**src/rtl/pwm_pkg.sv**
```systemverilog
// Shared definitions for the PWM block: register map, sequencer states, table entry layout.
package pwm_pkg;

    // PWM register file map (6-bit address space)
    localparam logic [5:0] REG_CTRL     = 6'h00;
    localparam logic [5:0] REG_PERIOD   = 6'h01;
    localparam logic [5:0] REG_PRESCALE = 6'h02;
    localparam logic [5:0] REG_COMPARE1 = 6'h03;
    localparam logic [5:0] REG_DEADTIME = 6'h04;
    localparam logic [5:0] REG_COMPARE2 = 6'h05;
    localparam logic [5:0] REG_STATUS   = 6'h06;

    typedef enum logic [1:0] {
        StIdle,
        StWrC1,
        StWrC2,
        StWaitWrap
    } seq_state_e;

    typedef struct packed {
        logic [7:0] c1;
        logic [7:0] c2;
        logic [7:0] rep;
    } tbl_entry_t;

    function automatic tbl_entry_t pack_entry(input logic [7:0] c1, input logic [7:0] c2,
                                              input logic [7:0] rep);
        tbl_entry_t e;
        e.c1  = c1;
        e.c2  = c2;
        e.rep = rep;
        return e;
    endfunction

endpackage

```
**src/rtl/pwm_seq_table.sv**
```systemverilog
// Profile table: DEPTH entries of {c1, c2, rep}, one write port, asynchronous read.
module pwm_seq_table
    import pwm_pkg::*;
#(
    parameter int unsigned DEPTH = 8,
    parameter int unsigned IDX_W = 3
) (
    input  logic             clk,
    input  logic             rst_n,
    input  logic             we,
    input  logic [IDX_W-1:0] wr_idx,
    input  tbl_entry_t       wr_data,
    input  logic [IDX_W-1:0] rd_idx,
    output tbl_entry_t       rd_data
);

    tbl_entry_t mem_q [DEPTH];

    // Entry storage; cleared on reset so an unprogrammed profile writes zeros
    always_ff @(posedge clk or negedge rst_n) begin
        if (!rst_n) begin
            for (int i = 0; i < int'(DEPTH); i++) begin
                mem_q[i] <= '0;
            end
        end else if (we) begin
            mem_q[wr_idx] <= wr_data;
        end
    end

    assign rd_data = mem_q[rd_idx];

endmodule

```
**src/rtl/pwm_sequencer.sv**
```systemverilog
// Steps through a compare-value profile, writing COMPARE1/COMPARE2 into the PWM register
// file once per entry, and merges those writes with SPI writes (SPI has fixed priority).
module pwm_sequencer
    import pwm_pkg::*;
#(
    parameter int unsigned DEPTH = 8,
    parameter int unsigned IDX_W = 3
) (
    input  logic             clk,
    input  logic             rst_n,
    input  logic             spi_wr_req,
    input  logic [5:0]       spi_addr,
    input  logic [7:0]       spi_wdata,
    output logic             reg_wr_en,
    output logic [5:0]       reg_addr,
    output logic [7:0]       reg_wdata,
    input  logic             seq_en,
    input  logic             tbl_we,
    input  logic [IDX_W-1:0] tbl_idx,
    input  logic [7:0]       tbl_c1,
    input  logic [7:0]       tbl_c2,
    input  logic [7:0]       tbl_rep,
    input  logic [IDX_W-1:0] tbl_last,
    input  logic             period_wrap,
    output logic             seq_busy,
    output logic [IDX_W-1:0] seq_idx,
    output logic             seq_done
);

    seq_state_e       state_q;
    logic [IDX_W-1:0] seq_idx_q;
    logic [IDX_W-1:0] last_q;
    logic [7:0]       rep_q;
    logic             pend_q;
    logic             seq_done_q;

    logic             reg_wr_en_q;
    logic [5:0]       reg_addr_q;
    logic [7:0]       reg_wdata_q;

    logic             tbl_wr;
    tbl_entry_t       tbl_wr_data;
    logic [IDX_W-1:0] rd_idx;
    tbl_entry_t       rd_entry;

    logic             seq_grant;
    logic [5:0]       seq_addr;
    logic [7:0]       seq_data;
    logic             wrap_evt;
    logic             at_last;
    logic [IDX_W-1:0] next_idx;

    // Table is only writable while the sequencer is parked
    assign tbl_wr      = tbl_we && (state_q == StIdle);
    assign tbl_wr_data = pack_entry(tbl_c1, tbl_c2, tbl_rep);

    pwm_seq_table #(
        .DEPTH (DEPTH),
        .IDX_W (IDX_W)
    ) u_table (
        .clk     (clk),
        .rst_n   (rst_n),
        .we      (tbl_wr),
        .wr_idx  (tbl_idx),
        .wr_data (tbl_wr_data),
        .rd_idx  (rd_idx),
        .rd_data (rd_entry)
    );

    // Arbitration, next-entry computation and the single shared table read index
    always_comb begin
        at_last   = (seq_idx_q == last_q);
        next_idx  = at_last ? '0 : seq_idx_q + IDX_W'(1);
        wrap_evt  = period_wrap || pend_q;
        seq_grant = seq_en && !spi_wr_req && ((state_q == StWrC1) || (state_q == StWrC2));
        seq_addr  = (state_q == StWrC2) ? REG_COMPARE2 : REG_COMPARE1;
        seq_data  = (state_q == StWrC2) ? rd_entry.c2 : rd_entry.c1;
        // The read port serves the entry being loaded in IDLE/WAIT_WRAP, else the current one
        unique case (state_q)
            StIdle:     rd_idx = '0;
            StWaitWrap: rd_idx = next_idx;
            default:    rd_idx = seq_idx_q;
        endcase
    end

    // Register-file write port: one accepted write per cycle, presented one cycle later
    always_ff @(posedge clk or negedge rst_n) begin
        if (!rst_n) begin
            reg_wr_en_q <= 1'b0;
            reg_addr_q  <= '0;
            reg_wdata_q <= '0;
        end else begin
            reg_wr_en_q <= spi_wr_req || seq_grant;
            if (spi_wr_req) begin
                reg_addr_q  <= spi_addr;
                reg_wdata_q <= spi_wdata;
            end else if (seq_grant) begin
                reg_addr_q  <= seq_addr;
                reg_wdata_q <= seq_data;
            end
        end
    end

    // Sequencer FSM: entry load, compare writes, period counting and wrap bookkeeping
    always_ff @(posedge clk or negedge rst_n) begin
        if (!rst_n) begin
            state_q    <= StIdle;
            seq_idx_q  <= '0;
            last_q     <= '0;
            rep_q      <= '0;
            pend_q     <= 1'b0;
            seq_done_q <= 1'b0;
        end else begin
            seq_done_q <= 1'b0;
            if (!seq_en) begin
                state_q <= StIdle;
                pend_q  <= 1'b0;
            end else begin
                unique case (state_q)
                    StIdle: begin
                        seq_idx_q <= '0;
                        rep_q     <= rd_entry.rep;
                        last_q    <= tbl_last;
                        pend_q    <= 1'b0;
                        state_q   <= StWrC1;
                    end
                    StWrC1: begin
                        // Wraps during the write phase are remembered once; extras are lost
                        if (period_wrap) pend_q <= 1'b1;
                        if (!spi_wr_req) state_q <= StWrC2;
                    end
                    StWrC2: begin
                        if (period_wrap) pend_q <= 1'b1;
                        if (!spi_wr_req) state_q <= StWaitWrap;
                    end
                    StWaitWrap: begin
                        if (wrap_evt) begin
                            pend_q <= 1'b0;
                            if (rep_q != 8'd0) begin
                                rep_q <= rep_q - 8'd1;
                            end else begin
                                seq_idx_q  <= next_idx;
                                rep_q      <= rd_entry.rep;
                                last_q     <= tbl_last;
                                seq_done_q <= at_last;
                                state_q    <= StWrC1;
                            end
                        end
                    end
                    default: state_q <= StIdle;
                endcase
            end
        end
    end

    assign reg_wr_en = reg_wr_en_q;
    assign reg_addr  = reg_addr_q;
    assign reg_wdata = reg_wdata_q;
    assign seq_busy  = (state_q != StIdle);
    assign seq_idx   = seq_idx_q;
    assign seq_done  = seq_done_q;

endmodule

```
**config.mk**
```make
export PLATFORM = sky130hd
export DESIGN_NAME = pwm_sequencer
export DESIGN_NICKNAME = d
export VERILOG_FILES = /design/src/rtl/pwm_pkg.sv /design/src/rtl/pwm_seq_table.sv /design/src/rtl/pwm_sequencer.sv
export SDC_FILE = /design/constraint.sdc
export NUM_CORES = 1
export LEC_CHECK = 0
export CAP_MARGIN = 20
export CORE_ASPECT_RATIO = 1.1
export CORE_MARGIN = 1.5
export CORE_UTILIZATION = 60
export DETAILED_ROUTE_END_ITERATION = 8
export HOLD_SLACK_MARGIN = 0.02
export PLACE_DENSITY = 0.9
export SLEW_MARGIN = 25
export SYNTH_ARGS = -nofsm -noshare
export SYNTH_HDL_FRONTEND = slang
export SYNTH_SLANG_ARGS = --single-unit
```
**constraint.sdc**
```tcl
create_clock -name clk -period 3.7 [get_ports clk]
set_input_delay 0.555 -clock clk [delete_from_list [all_inputs] [get_ports clk]]
set_output_delay 0.555 -clock clk [all_outputs]
set_load 0.05 [all_outputs]
```
==> impl_metrics.py <==
metrics = {
    "setup_path": {
        "worst_setup_path_start_kind": "flop",
        "arrival_ps": 3580,
        "crit_path_max_incr_delay_ps": 700,
        "crit_path_max_fanout": 27,
        "endpoint_kind": "flop",
        "path_delay_family": "compound AO/OA/AOI/OAI gates",
        "worst-path-buf-inv": 2,
        "rr_worst_depth": 10,
        "worstReg2RegEnd": "reg_wdata[1]$_DFFE_PN0P_",
        "crit_path_top_delay_cell": "o32ai_4",
        "critical_path_class": "flop to flop",
        "r2r_start": "state_q[0]$_DFFE_PN0P_",
        "critical_path_required_ps": 4090,
        "r2r_slack_ps": 510,
        "crit_chain": "inv_1, ha_1, a21o_1, o32ai_4, buf_4, nand2_1, and3_1, a31oi_1, o21ai_0, o32ai_1",
    },
    "synthesis": {
        "netlist_area_sq_mm": 0.0110,
        "synth_fa_ha_area_frac": 0.00796,
        "synthArstFlopShare": 1.00,
        "yosysSeqAreaShare": 0.512,
        "synthDistinctLibCells": 56,
        "synthMuxAreaShare": 0.257,
        "synth_cells": 965,
        "ys_warn_count": 0,
        "synth_edf_count": 0,
        "synth_xor_area_frac": 0.00307,
        "postSynthAreaPerCell_sq_um": 11.4,
        "synth_top_family_by_area": "multiplexers",
        "synthSimpleGateAreaFrac": 0.106,
        "ys.flop_type": "dfrtp_1",
        "synth_nets": 1022,
        "synth-seq-cells": 225,
        "synth_compound_area_frac": 0.0814,
    },
    "drt": {
        "dr.pass1.iters": 6,
        "ant_nets": 0,
        "drt-initial-drc-count": 972,
        "drc": 0,
        "viasPerCell": 6.43,
        "via_count": 8169,
        "wirelength_mm": 27.5,
        "wl_per_cell_um": 21.7,
    },
    "clock_tree": {
        "clockRootBuffer": "clkbuf_16",
        "post_cts_buffers": 0,
        "clkSlewWorstSetupHoldPaths_ps": 60,
        "cts_max_level": 1,
        "clk_latency_ps": 500,
        "cts_made_buffers": 21,
        "clockBufferDepth": 3,
        "cts_sinks": 225,
        "cts_tree": "built",
    },
    "grt": {
        "grt_pass1_vias": 8674,
        "grt_start_max_net_pins": 87,
        "grt-ovfl-total": 0,
        "grt_usage": 0.295,
        "grt_pass1_wl_mm": 45.2,
        "antenna_found_initial": 1,
    },
    "sta": {
        "hold_slack_ps": 505,
        "drv_slew": 0,
        "fin_crit_sh": 0.863,
        "hold_viol_final": 0,
        "slew_headroom": 0.435,
        "fin_crit_ps": 3190,
        "finalWorstSetupSlack_ps": 506,
        "worst_pin_slew_ps": 848,
        "fin_setup_tns_ps": 0,
        "rsz0062_at_grt": "no",
        "clock.fmax_mhz": 313,
        "fin_skew_ps": 11.2,
        "setup_viol": 0,
    },
    "cells_and_area": {
        "drive_gt1_frac": 0.254,
        "layout_commonest_cell": "dfrtp_1",
        "nNetsFinal": 1075,
        "final_cell_mix": "dfrtp_1 (225), mux2_2 (195), nand2_1 (138)",
        "area_growth_pct": 14.4,
        "multi_input_area_sq_mm": 0.00505,
        "fillers": 1150,
        "final-seq-area_sq_mm": 0.00563,
    },
    "floorplanning": {
        "rows": 51,
        "die_width_um": 132,
        "dieArea_sq_mm": 0.0192,
        "io_pins": 70,
        "core_area_sq_mm": 0.0178,
        "die_h_um": 145,
        "initial_core_util": 0.618,
    },
    "power_and_ir_drop": {
        "p_per_area_mw_per_mm2": 777,
        "p_leak_nw": 5.24,
        "vdd_drop_max_mv": 0.360,
    },
    "placement": {
        "port_buffers": 69,
        "dp_hpwl_mm": 16.4,
        "dp_slack_ps": 647,
        "gp_congestion": 0.885,
    },
    "run_status": {
        "status": "finished, final reports clean",
    },
    "flow_run": {
        "drv_cap": 0,
    },
    "min_path": {
        "hold_path.class": "flop to flop",
        "min_from": "u_table.mem_q[128]$_DFFE_PN0P_",
        "hold_end": "u_table.mem_q[128]$_DFFE_PN0P_",
        "whs_path_depth": 1,
    },
}
sequential cells by signal, summed over array words and instances, names as in the netlist, 2 cells and up:
name,flops
reg_addr,6
u_table.mem_q,192
rep_q,8
state_q,2
reg_wdata,8
seq_idx,3
last_q,3
through the flow:
step / power [mW] / instances / util / area (sq um)
after floorplan: 6.57 / 965 / - / 11000
final: 9.78 / 1270 / 0.707 / 12600
after global placement: 7.35 / 1232 / 0.671 / 11900
after global routing: 10.3 / 1269 / 0.707 / 12600
after CTS: 9.74 / 1269 / 0.707 / 12600
after detailed placement: 7.59 / 1232 / 0.671 / 11900
how the worst max path moves through the flow:
stage	startpoint	endpoint	cells past startpoint
2_1_floorplan	state_q[0]$_DFFE_PN0P_	rep_q[5]$_DFFE_PN0P_	11
3_3_place_gp	state_q[0]$_DFFE_PN0P_	rep_q[5]$_DFFE_PN0P_	10
3_5_place_dp	state_q[0]$_DFFE_PN0P_	rep_q[5]$_DFFE_PN0P_	10
4_1_cts	state_q[0]$_DFFE_PN0P_	reg_wdata[1]$_DFFE_PN0P_	10
5_1_grt	state_q[0]$_DFFE_PN0P_	reg_wdata[1]$_DFFE_PN0P_	10
6_report	state_q[0]$_DFFE_PN0P_	reg_wdata[1]$_DFFE_PN0P_	10
cells by family after synthesis:
family / after synthesis
adder cells (fa/ha/maj): 7
flip-flops: 225
AND/OR/NAND/NOR: 258
AO/OA/AOI/OAI: 141
multiplexers: 258
XOR/XNOR: 3
buffers and inverters: 73
timing repair:
item                                   4_1_cts  5_1_grt
resized for setup                            0        0
hold buffers                                 1        0
endpoints found under the hold margin       11        0
metal layers:
layer | track usage | vias up | part of all wire | wire length, um
met5 | 0 | - | 0 | 0
met4 | 0.150 | 0 | 0.046 | 1270
met1 | 0.373 | 4041 | 0.39 | 10900
met2 | 0.481 | 446 | 0.48 | 13300
li1 | - | 3551 | - | -
met3 | 0.0608 | 131 | 0.077 | 2130
area by class of cell:
cell class                 instances  share of cell area
clock inverter                     7             0.00517
inverter                          13             0.00388
clock buffer                      29              0.0457
sequential                       225               0.447
timing repair buffer              90              0.0729
antenna                            1            0.000199
multi-input combinational        667               0.401
tap                              238              0.0236
synthesized netlist by cell type (all sizes together) (3+ instances only):
cell type	instances	area [sq um]
dfrtp	225	5630
mux2	195	2200
nand2	138	518
mux2i	63	631
o21ai	41	205
a21oi	39	195
nand3	36	180
clkbuf	33	125
buf	27	184
nor2	27	101
a31oi	14	87.6
inv	13	48.8
and3	10	62.6
a211oi	9	67.6
nor2b	9	56.3
nor3	9	56.3
o21a	8	60.1
ha	7	87.6
o32ai	7	76.3
nand2b	6	37.5
and2	5	31.3
or3	4	25.0
a21o	3	22.5
a221o	3	30.0
nand4	3	18.8
o32a	3	30.0
or2	3	18.8
xor2	3	33.8
power breakdown:
part | total, mW | leakage, nW | switching (mW) | internal (mW)
clock | 2.06 | 0.310 | 0.906 | 1.16
combinational | 3.31 | 2.19 | 1.73 | 1.58
sequential | 4.40 | 2.73 | 0.750 | 3.65
(Power assumes the default switching activity.)
